==> config.mk <==
export PLATFORM = sky130hd
export DESIGN_NAME = mem_access_unit_flat
export DESIGN_NICKNAME = d
export VERILOG_FILES = /design/src/rtl/mem_access_unit_pkg.sv /design/src/rtl/mem_access_unit_if.sv /design/src/rtl/mem_access_unit_lane_extract.sv /design/src/rtl/mem_access_unit.sv /design/src/flat_wrapper.sv
export SDC_FILE = /design/constraint.sdc
export NUM_CORES = 1
export LEC_CHECK = 0
export BUFFER_PORTS_ARGS = -buffer_cell sky130_fd_sc_hd__buf_2
export CAP_MARGIN = 10
export CORE_MARGIN = 2
export CORE_UTILIZATION = 42
export CTS_CLUSTER_SIZE = 8
export DETAILED_ROUTE_END_ITERATION = 8
export PLACE_DENSITY = 0.72
export REMOVE_ABC_BUFFERS = 1
export SLEW_MARGIN = 20
export SYNTH_ARGS = -nofsm -noshare
export SYNTH_HDL_FRONTEND = slang
export SYNTH_SLANG_ARGS = --single-unit
==> constraint.sdc <==
create_clock -name clk -period 6.4 [get_ports clk]
set_clock_uncertainty 0.1 [all_clocks]
set_input_delay 0.96 -clock clk [delete_from_list [all_inputs] [get_ports clk]]
set_output_delay 0.96 -clock clk [all_outputs]
set_load 0.005 [all_outputs]
==> src/rtl/mem_access_unit_pkg.sv <==
// Shared core package: request/state types and lane helpers for the memory access unit.
package mem_access_unit_pkg;

  // Access size as presented by the core; both 10 and 11 mean a full word.
  typedef enum logic [1:0] {
    SIZE_BYTE     = 2'b00,
    SIZE_HALF     = 2'b01,
    SIZE_WORD     = 2'b10,
    SIZE_WORD_ALT = 2'b11
  } size_e;

  // Access sequencing states.
  typedef enum logic [1:0] {
    ST_IDLE,
    ST_BEAT0,
    ST_BEAT1,
    ST_RESP
  } state_e;

  // Control fields of an accepted request that stay alive for the whole access.
  typedef struct packed {
    logic       write;
    logic       sext;
    size_e      size;
    logic [1:0] off;
    logic       split;
  } mem_op_t;

  // Byte-lane mask over two consecutive words: bits [3:0] are beat 0, bits [7:4] are beat 1.
  function automatic logic [7:0] lane_mask(size_e size, logic [1:0] off);
    logic [7:0] base;
    case (size)
      SIZE_BYTE: base = 8'h01;
      SIZE_HALF: base = 8'h03;
      default:   base = 8'h0F;
    endcase
    return base << off;
  endfunction

  // Right-aligned store data moved to its byte lanes over two consecutive words.
  function automatic logic [63:0] lane_place(logic [31:0] data, logic [1:0] off);
    return {32'h0, data} << {off, 3'b000};
  endfunction

endpackage

==> src/rtl/mem_access_unit_if.sv <==
// Core request/response and memory bus signals of the memory access unit.
// The master modport is the unit itself; the slave modport is its environment (core + memory).
interface mem_access_unit_if #(
  parameter int ADDR_W = 32
);
  logic              req_valid;
  logic              req_ready;
  logic              req_write;
  logic [ADDR_W-1:0] req_addr;
  logic [1:0]        req_size;
  logic              req_sext;
  logic [31:0]       req_wdata;

  logic              rsp_valid;
  logic [31:0]       rsp_rdata;
  logic              rsp_error;

  logic              bus_req;
  logic              bus_we;
  logic [ADDR_W-1:0] bus_addr;
  logic [3:0]        bus_be;
  logic [31:0]       bus_wdata;
  logic [31:0]       bus_rdata;
  logic              bus_ack;

  modport master (
    input  req_valid, req_write, req_addr, req_size, req_sext, req_wdata,
    input  bus_rdata, bus_ack,
    output req_ready, rsp_valid, rsp_rdata, rsp_error,
    output bus_req, bus_we, bus_addr, bus_be, bus_wdata
  );

  modport slave (
    output req_valid, req_write, req_addr, req_size, req_sext, req_wdata,
    output bus_rdata, bus_ack,
    input  req_ready, rsp_valid, rsp_rdata, rsp_error,
    input  bus_req, bus_we, bus_addr, bus_be, bus_wdata
  );
endinterface

==> src/rtl/mem_access_unit_lane_extract.sv <==
// Load byte assembly: gathers the accessed bytes from one or two bus words and
// zero- or sign-extends them to 32 bits.
module lane_extract
  import mem_access_unit_pkg::*;
(
  input  logic [31:0] rdata_lo,
  input  logic [31:0] rdata_hi,
  input  logic [1:0]  off,
  input  size_e       size,
  input  logic        sext,
  output logic [31:0] result
);

  logic [31:0] joined;

  // Shift the two-word window down so the first accessed byte lands in bits [7:0], then extend.
  always_comb begin
    joined = 32'({rdata_hi, rdata_lo} >> {off, 3'b000});
    case (size)
      SIZE_BYTE: result = {{24{sext & joined[7]}}, joined[7:0]};
      SIZE_HALF: result = {{16{sext & joined[15]}}, joined[15:0]};
      default:   result = joined;
    endcase
  end

endmodule

==> src/rtl/mem_access_unit.sv <==
// Memory access unit: turns byte/half/word core loads and stores into one or two
// word-aligned bus beats, with per-beat timeout and little-endian lane handling.
module mem_access_unit
  import mem_access_unit_pkg::*;
#(
  parameter int          ADDR_W  = 32,
  parameter int unsigned TIMEOUT = 255
) (
  input logic             clk,
  input logic             rst,
  mem_access_unit_if.master io
);

  state_e      state;
  mem_op_t     op;
  logic [3:0]  be_hi;
  logic [31:0] wdata_hi;
  logic [31:0] rdata_lo;
  logic [31:0] wait_cnt;
  logic [7:0]  req_mask;
  logic [63:0] req_wpos;
  logic [31:0] extract_lo;
  logic [31:0] load_result;
  logic        beat_ack;
  logic        beat_timeout;

  // Decode the incoming request into lane masks and lane-positioned data for both beats.
  always_comb begin
    req_mask = lane_mask(size_e'(io.req_size), io.req_addr[1:0]);
    req_wpos = lane_place(io.req_wdata, io.req_addr[1:0]);
  end

  // An ack only counts while a beat is on the bus; the timeout fires on the cycle the wait count would reach TIMEOUT.
  always_comb begin
    beat_ack     = io.bus_req && io.bus_ack;
    beat_timeout = (TIMEOUT != 0) && ((wait_cnt + 32'd1) == TIMEOUT);
    extract_lo   = (state == ST_BEAT1) ? rdata_lo : io.bus_rdata;
  end

  lane_extract u_lane_extract (
    .rdata_lo (extract_lo),
    .rdata_hi (io.bus_rdata),
    .off      (op.off),
    .size     (op.size),
    .sext     (op.sext),
    .result   (load_result)
  );

  // Access sequencer: accept, issue one or two beats, then pulse the response.
  always_ff @(posedge clk or posedge rst) begin
    if (rst) begin
      state        <= ST_IDLE;
      op           <= '0;
      be_hi        <= '0;
      wdata_hi     <= '0;
      rdata_lo     <= '0;
      wait_cnt     <= '0;
      io.req_ready <= 1'b1;
      io.bus_req   <= 1'b0;
      io.bus_we    <= 1'b0;
      io.bus_addr  <= '0;
      io.bus_be    <= '0;
      io.bus_wdata <= '0;
      io.rsp_valid <= 1'b0;
      io.rsp_rdata <= '0;
      io.rsp_error <= 1'b0;
    end else begin
      io.rsp_valid <= 1'b0;
      case (state)
        ST_IDLE: begin
          if (io.req_valid) begin
            state        <= ST_BEAT0;
            op.write     <= io.req_write;
            op.sext      <= io.req_sext;
            op.size      <= size_e'(io.req_size);
            op.off       <= io.req_addr[1:0];
            op.split     <= |req_mask[7:4];
            be_hi        <= req_mask[7:4];
            wdata_hi     <= req_wpos[63:32];
            wait_cnt     <= '0;
            io.req_ready <= 1'b0;
            io.bus_req   <= 1'b1;
            io.bus_we    <= io.req_write;
            io.bus_addr  <= {io.req_addr[ADDR_W-1:2], 2'b00};
            io.bus_be    <= req_mask[3:0];
            io.bus_wdata <= req_wpos[31:0];
          end
        end
        ST_BEAT0, ST_BEAT1: begin
          if (beat_ack) begin
            wait_cnt <= '0;
            if (state == ST_BEAT0 && op.split) begin
              state        <= ST_BEAT1;
              rdata_lo     <= io.bus_rdata;
              io.bus_addr  <= io.bus_addr + ADDR_W'(4);
              io.bus_be    <= be_hi;
              io.bus_wdata <= wdata_hi;
            end else begin
              state        <= ST_RESP;
              io.bus_req   <= 1'b0;
              io.rsp_valid <= 1'b1;
              io.rsp_error <= 1'b0;
              io.rsp_rdata <= op.write ? 32'h0 : load_result;
            end
          end else if (beat_timeout) begin
            state        <= ST_RESP;
            wait_cnt     <= '0;
            io.bus_req   <= 1'b0;
            io.rsp_valid <= 1'b1;
            io.rsp_error <= 1'b1;
            io.rsp_rdata <= '0;
          end else begin
            wait_cnt <= wait_cnt + 32'd1;
          end
        end
        ST_RESP: begin
          state        <= ST_IDLE;
          io.req_ready <= 1'b1;
        end
        default: begin
          state        <= ST_IDLE;
          io.req_ready <= 1'b1;
          io.bus_req   <= 1'b0;
        end
      endcase
    end
  end

endmodule

==> src/flat_wrapper.sv <==
// flat-port wrapper written by rule: the top's interface ports become plain ports
module mem_access_unit_flat import mem_access_unit_pkg::*;
#(
  parameter int          ADDR_W  = 32,
  parameter int unsigned TIMEOUT = 255
)
  (clk, rst, io_req_valid, io_req_write, io_req_addr, io_req_size, io_req_sext, io_req_wdata, io_bus_rdata, io_bus_ack, io_req_ready, io_rsp_valid, io_rsp_rdata, io_rsp_error, io_bus_req, io_bus_we, io_bus_addr, io_bus_be, io_bus_wdata);
  mem_access_unit_if #(.ADDR_W(ADDR_W)) io_i ();
  input logic clk;
  input logic rst;
  input wire logic [$bits(io_i.req_valid)-1:0] io_req_valid;
  input wire logic [$bits(io_i.req_write)-1:0] io_req_write;
  input wire logic [$bits(io_i.req_addr)-1:0] io_req_addr;
  input wire logic [$bits(io_i.req_size)-1:0] io_req_size;
  input wire logic [$bits(io_i.req_sext)-1:0] io_req_sext;
  input wire logic [$bits(io_i.req_wdata)-1:0] io_req_wdata;
  input wire logic [$bits(io_i.bus_rdata)-1:0] io_bus_rdata;
  input wire logic [$bits(io_i.bus_ack)-1:0] io_bus_ack;
  output wire logic [$bits(io_i.req_ready)-1:0] io_req_ready;
  output wire logic [$bits(io_i.rsp_valid)-1:0] io_rsp_valid;
  output wire logic [$bits(io_i.rsp_rdata)-1:0] io_rsp_rdata;
  output wire logic [$bits(io_i.rsp_error)-1:0] io_rsp_error;
  output wire logic [$bits(io_i.bus_req)-1:0] io_bus_req;
  output wire logic [$bits(io_i.bus_we)-1:0] io_bus_we;
  output wire logic [$bits(io_i.bus_addr)-1:0] io_bus_addr;
  output wire logic [$bits(io_i.bus_be)-1:0] io_bus_be;
  output wire logic [$bits(io_i.bus_wdata)-1:0] io_bus_wdata;
  assign io_i.req_valid = io_req_valid;
  assign io_i.req_write = io_req_write;
  assign io_i.req_addr = io_req_addr;
  assign io_i.req_size = io_req_size;
  assign io_i.req_sext = io_req_sext;
  assign io_i.req_wdata = io_req_wdata;
  assign io_i.bus_rdata = io_bus_rdata;
  assign io_i.bus_ack = io_bus_ack;
  assign io_req_ready = io_i.req_ready;
  assign io_rsp_valid = io_i.rsp_valid;
  assign io_rsp_rdata = io_i.rsp_rdata;
  assign io_rsp_error = io_i.rsp_error;
  assign io_bus_req = io_i.bus_req;
  assign io_bus_we = io_i.bus_we;
  assign io_bus_addr = io_i.bus_addr;
  assign io_bus_be = io_i.bus_be;
  assign io_bus_wdata = io_i.bus_wdata;
  mem_access_unit #(.ADDR_W(ADDR_W), .TIMEOUT(TIMEOUT)) u_core (.clk(clk), .rst(rst), .io(io_i));
endmodule
### Word-level counts from Yosys, hierarchy flattened

Cells that the tools add are included.

| operators by class | value |
|---|---|
| equality and inequality tests | 12 |
| bitwise operators | 2 |
| add/subtract/negate cells | 2 |
| shifts and indexed selects | 3 |
| reductions and logical operators | 18 |
| multiplexer cells | 41 |

Operator list:

| cell | count |
|---|---|
| 32-bit two-way mux | 14 |
| 32-bit case mux with 2 select lines | 4 |
| 32-bit by 5-bit << shifter with 64-bit output | 1 |
| 64-bit by 5-bit right shift with 32-bit output | 1 |
| 32-bit by 1-bit adder with 32-bit output (second input constant) | 1 |
| 32-bit by 3-bit adder with 32-bit output (second input constant) | 1 |
| 32-bit by 8-bit == test with 1-bit output (second input constant) | 1 |
| 4-bit case mux with 2 select lines | 2 |
| 1-bit two-way mux | 12 |
| 4-bit two-way mux | 3 |
| 2-bit AND reduction | 4 |
| 4-bit AND reduction | 2 |
| 4-bit by 2-bit << shifter with 8-bit output | 1 |
| 2-bit by 1-bit == test with 1-bit output (second input constant) | 3 |
| 2-bit zero test | 3 |
| 2-bit two-way mux | 3 |
| 2-bit case mux with 3 select lines | 1 |
| 3-bit AND reduction | 2 |
| 2-bit nonzero test | 3 |
| 2-bit == test (second input constant) | 2 |
| 2-bit by 1-bit != test with 1-bit output (second input constant) | 2 |
| 2-bit != test (second input constant) | 2 |
| 1-bit case mux with 2 select lines | 2 |
| 4-bit OR reduction | 1 |
| 5 further kinds | 7 |

| storage, ports and cells | value |
|---|---|
| bits of input ports | 104 |
| output and inout port bits | 105 |
| register bits after elaboration | 213 |

### Longest topological paths before layout

| depth | value |
|---|---|
| depth in word-level cells | 8 |
| depth in mapped cells | 13 |
| depth with buffers taken out | 10 |

### Cells and area by module

From an unflattened synthesis, not the netlist that was laid out.

| second synthesis, totals | value |
|---|---|
| cells, all modules | 1202 |
| area, all modules | 11752.5 um^2 |

Modules (own cells, without submodules):

| module | times used | cells each | seq. area each (um^2) | area each (um^2) |
|---|---|---|---|---|
| mem_access_unit | 1 | 1102 | 5056.1 | 10649.0 |
| lane_extract | 1 | 100 | 0.0 | 1103.6 |

### Worst setup path after synthesis

Ideal clock, no wire load.

| timing path | value |
|---|---|
| kind | reg-to-reg |
| from | register u_core.wait_cnt[1] |
| to | register u_core.wait_cnt[7] |
| buffers on the path | 1 |
| stages on the path, launching flop included | 11 |
| arrival time | 3.433 ns |
| required time | 6.179 ns |
| path slack | 2.746 ns |
| cells stage by stage | dfrtp_1 -> ha_1 -> nand3_1 -> or4_1 -> or3_1 -> mux2i_1 -> or4_4 -> or4_4 -> buf_6 -> a31o_1 -> a22o_1 |

| on the way | value |
|---|---|
| word-level cells in the longest chain between the ends | 5 |

Ends and longest elaborated chain:

| element | line | RTL |
|---|---|---|
| start, declared | mem_access_unit.sv:19 | `logic [31:0] wait_cnt;` |
| start signal, assigned | mem_access_unit.sv:113 | `wait_cnt <= wait_cnt + 32'd1;` |
| 32-bit by 1-bit adder with 32-bit output (*) | mem_access_unit.sv:36, mem_access_unit.sv:113 |  |
| 32-bit by 8-bit == test with 1-bit output | mem_access_unit.sv:36 | `beat_timeout = (TIMEOUT != 0) && ((wait_cnt + 32'd1) == TIMEOUT);` |
| 32-bit two-way mux (*) | mem_access_unit.sv:105 | `end else if (beat_timeout) begin` |
| 32-bit two-way mux (*) | mem_access_unit.sv:90 | `if (beat_ack) begin` |
| 32-bit case mux with 2 select lines (*) | mem_access_unit.sv:69 | `case (state)` |

Every way passes the cells marked *; elsewhere a longest branch is shown, timed or not.
A chain may end at the register's enable or synchronous reset.

### Worst setup path in the final report

| timing path | value |
|---|---|
| from | register u_core.wait_cnt[1] |
| to | register u_core.wait_cnt[0] |

| on the way | value |
|---|---|
| word-level cells in the longest chain between the ends | 5 |

Ends and longest elaborated chain:

| element | line |
|---|---|
| 32-bit by 1-bit adder with 32-bit output | mem_access_unit.sv:36 |
| 32-bit by 8-bit == test with 1-bit output | mem_access_unit.sv:36 |
| 32-bit two-way mux | mem_access_unit.sv:105 |
| 32-bit two-way mux | mem_access_unit.sv:90 |
| 32-bit case mux with 2 select lines | mem_access_unit.sv:69 |

No other way between the ends.

==> flow_summary_export.csv <==
group,metric,value,unit
critical_path,path_cells,"ha_1 -> nand3_1 -> or4_1 -> or3_1 -> mux2i_1 -> or4_4 -> nor4_4 -> nor3_2 -> mux2_2",
route,via_per_inst,5.77,
timing,rsz0062_at_grt,"false",
timing,final.setup.worst_slack,2030,ps
pwr,power_density,204,nW/um2
route,drt_wl_total,32500,um
placement,place.gp.congestion,0.936,
synth,synth-edff-count,0,
cells_and_area,fill_cells,2596,
timing,fin_crit,4370,ps
route,drt_iter0_drc,844,
critical_path,reg2regPathDepth,9,
route,wl_per_cell,17.9,um
route,drc,0,
synth,ys_seq_area_share,43.2,%
timing,finalCritPeriodShare,68.3,%
run_status,status,"completed",
synth,synthDistinctLibCells,71,
synth,ys.flop_type,"dfrtp_1",
pwr,p_leak,6.51,nW
cells_and_area,fin_nets,1528,
die,die_y,171,um
cells_and_area,finish.utilization,49.6,%
min_path,hold_depth,2,
critical_path,worstSetupPathType,"flip-flop to flip-flop",
clock_network,htreeDepth,1,
die,die_area,29200,um2
synth,synth-seq-cells,202,
critical_path,cp_slowest_stage_delay,730,ps
die,pin_count,209,
placement,io_buffers,206,
clock_network,cts.sinks,202,
clock_network,clk_latency,530,ps
die,core_area,27600,um2
die,die_w,171,um
route,final_antenna_net_count,0,
synth,yosys.area.top_type,"dfrtp_1",
timing,final-hold-violation-count,0,
clock_network,clkTransAtPathRegs,50,ps
pwr,vdd_drop_max,179,uV
critical_path,crit_required,6710,ps
timing,drv_slew,0,
synth,avgSynthCellArea,9.19,um2
die,num_rows,61,
critical_path,path_depth,9,
critical_path,path_delay_family,"simple AND/OR/NAND/NOR gates",
synth,ys_warn_count,0,
critical_path,worstPathArrival,4680,ps
route,firstDrtPassIters,5,
cells_and_area,layout_common_cells,"buf_2, dfrtp_1, nand2_1, a21oi_1, nor2_1",
timing,clock.fmax,229,MHz
synth,synth_top_area_share,43.0,%
cells_and_area,drive_above_1_share,25.4,%
route,vias,10500,
clock_network,post-cts-setup-buffer-count,0,
critical_path,crit_path_end_kind,"flip-flop",
critical_path,cp_slowest_cell,"nor4_4",
synth,synth_area,11700,um2
placement,dpl_worst_slack,2110,ps
timing,finalSetupViolCount,0,
placement,hpwl,21600,um
synth,async_flop_share,100,%
clock_network,numCtsBuffers,29,
cells_and_area,areaGrowthSynthToFinish,17.1,%
critical_path,path_max_fanout,15,
flow_run,drv_cap,0,
min_path,min_path_type,"flip-flop to flip-flop",
clock_network,post_cts_resized,0,
cells_and_area,mostFrequentLayoutCell,"buf_2",
critical_path,crit_buf_inv,0,
clock_network,root_buffer,"clkbuf_16",
critical_path,cp-start-kind,"flip-flop",
global_route,grt_max_degree,96,
timing,whs,373,ps
timing,max_slew_margin,31.5,%
die,start_util,42.4,%
clock_network,cts_buffer_depth,3,
global_route,grt_pass1_vias,9783,
timing,worst_slew_pin_slew,1020,ps
clock_network,cts_tree,"done",
clock_network,ctsHoldBuffers,0,
global_route,overflow,0,
global_route,grt_use_total,21.5,%
global_route,antenna_found_initial,6,
synth,synth_cells,1274,
synth,synth_area_leaders,"dfrtp_1, mux2_2, mux2i_1",
global_route,grt_pass1_wl,51100,um
==> cells in the mapped netlist, drive strengths merged, types with 6 or more instances <==
| cell type | instances |
|---|---|
| or3 | 9 |
| nand4 | 24 |
| a22o | 20 |
| nor2 | 101 |
| buf | 32 |
| or4 | 7 |
| o2bb2ai | 11 |
| inv | 14 |
| o22ai | 30 |
| ha | 7 |
| and4 | 6 |
| a211oi | 14 |
| nor4 | 8 |
| o31ai | 10 |
| a21o | 26 |
| clkbuf | 78 |
| a21oi | 103 |
| nor2b | 15 |
| o21ai | 98 |
| dfrtp | 201 |
| mux2i | 57 |
| nand3 | 41 |
| a31oi | 8 |
| nand2 | 137 |
| nor3 | 21 |
| a221oi | 24 |
| and2 | 11 |
| mux2 | 82 |
| and3 | 25 |
==> cells by family (layout without fill, tap and decap cells) <==
logic type	count (synthesis)	after routing	synth area share (%)
simple gates	427	427	18.3
compound gates	363	363	19.3
flops	202	202	43.2
mux	142	142	13.3
buf+inv	125	281	4.50
fa+ha+maj	7	7	0.748
xor+xnor	7	7	0.524
other cells	1	7	0.0320
==> state kept, by name, indices dropped and copies added, names as in the netlist, 2 cells and up <==
register,cells
u_core.io.bus_be,4
u_core.io.bus_addr,30
u_core.op,7
u_core.state,2
u_core.wait_cnt,32
u_core.wdata_hi,24
u_core.rdata_lo,32
u_core.io.bus_wdata,32
u_core.io.rsp_rdata,32
u_core.be_hi,3
==> worst min-delay path, delay by kind of cell, from the launching register on <==
family             cells  cell delay [ps]
DFF                    1              330
AOI/OAI and AO/OA      1               60
and+or+nand+nor        1               40
==> cell type report <==
cell class / count / area [um2] / area share, %
multi-input cells: 948 / 6150 / 44.9
flip-flops and latches: 202 / 5060 / 36.9
repair buffers: 221 / 1140 / 8.35
clock buffers: 43 / 778 / 5.68
well taps: 378 / 473 / 3.45
inverters: 15 / 63.8 / 0.466
clock inverters: 2 / 17.5 / 0.128
diodes: 5 / 12.5 / 0.0913
==> final timing paths <==
path                       slack [ps]                       to                     from
hold reg to reg                   370  u_core.io.bus_wdata[27]  u_core.io.bus_wdata[27]
min in group asynchronous         450             u_core.op[6]                      rst
hold / removal                    370  u_core.io.bus_wdata[27]  u_core.io.bus_wdata[27]
setup reg to reg                 2030       u_core.wait_cnt[0]       u_core.wait_cnt[1]
setup / recovery                 2030       u_core.wait_cnt[0]       u_core.wait_cnt[1]
max in group asynchronous        4520      u_core.wdata_hi[10]                      rst
==> where the power goes <==
| part | total [mW] | internal, mW | switching (mW) |
|---|---|---|---|
| Clock | 1.36 | 0.823 | 0.536 |
| Sequential | 1.28 | 1.28 | 0.00133 |
| Combinational | 0.150 | 0.0610 | 0.0891 |
==> metal layers <==
| metal | vias to the layer above | part of all wire, % | wire length [um] | global-route usage [%] |
|---|---|---|---|---|
| met3 | 62 | 6.2 | 2020 | 4.14 |
| met1 | 5124 | 43 | 14100 | 28.1 |
| met2 | 326 | 48 | 15600 | 36.2 |
| met5 | - | 0.022 | 7 | 0 |
| li1 | 4952 | - | - | - |
| met4 | 2 | 2.4 | 767 | 6.12 |
==> metrics by stage <==
stage / instances / total power [mW] / cell area, um2 / TNS, ps
after floorplan: 1165 / 1.38 / 11200 / -41900
after global placement: 1764 / 1.45 / 12900 / 0
after detailed placement: 1764 / 1.45 / 12900 / 0
after CTS: 1809 / 2.83 / 13700 / 0
after global routing: 1813 / 2.89 / 13700 / 0
final: 1814 / 2.79 / 13700 / 0
Power figures use the tool's default switching activity.
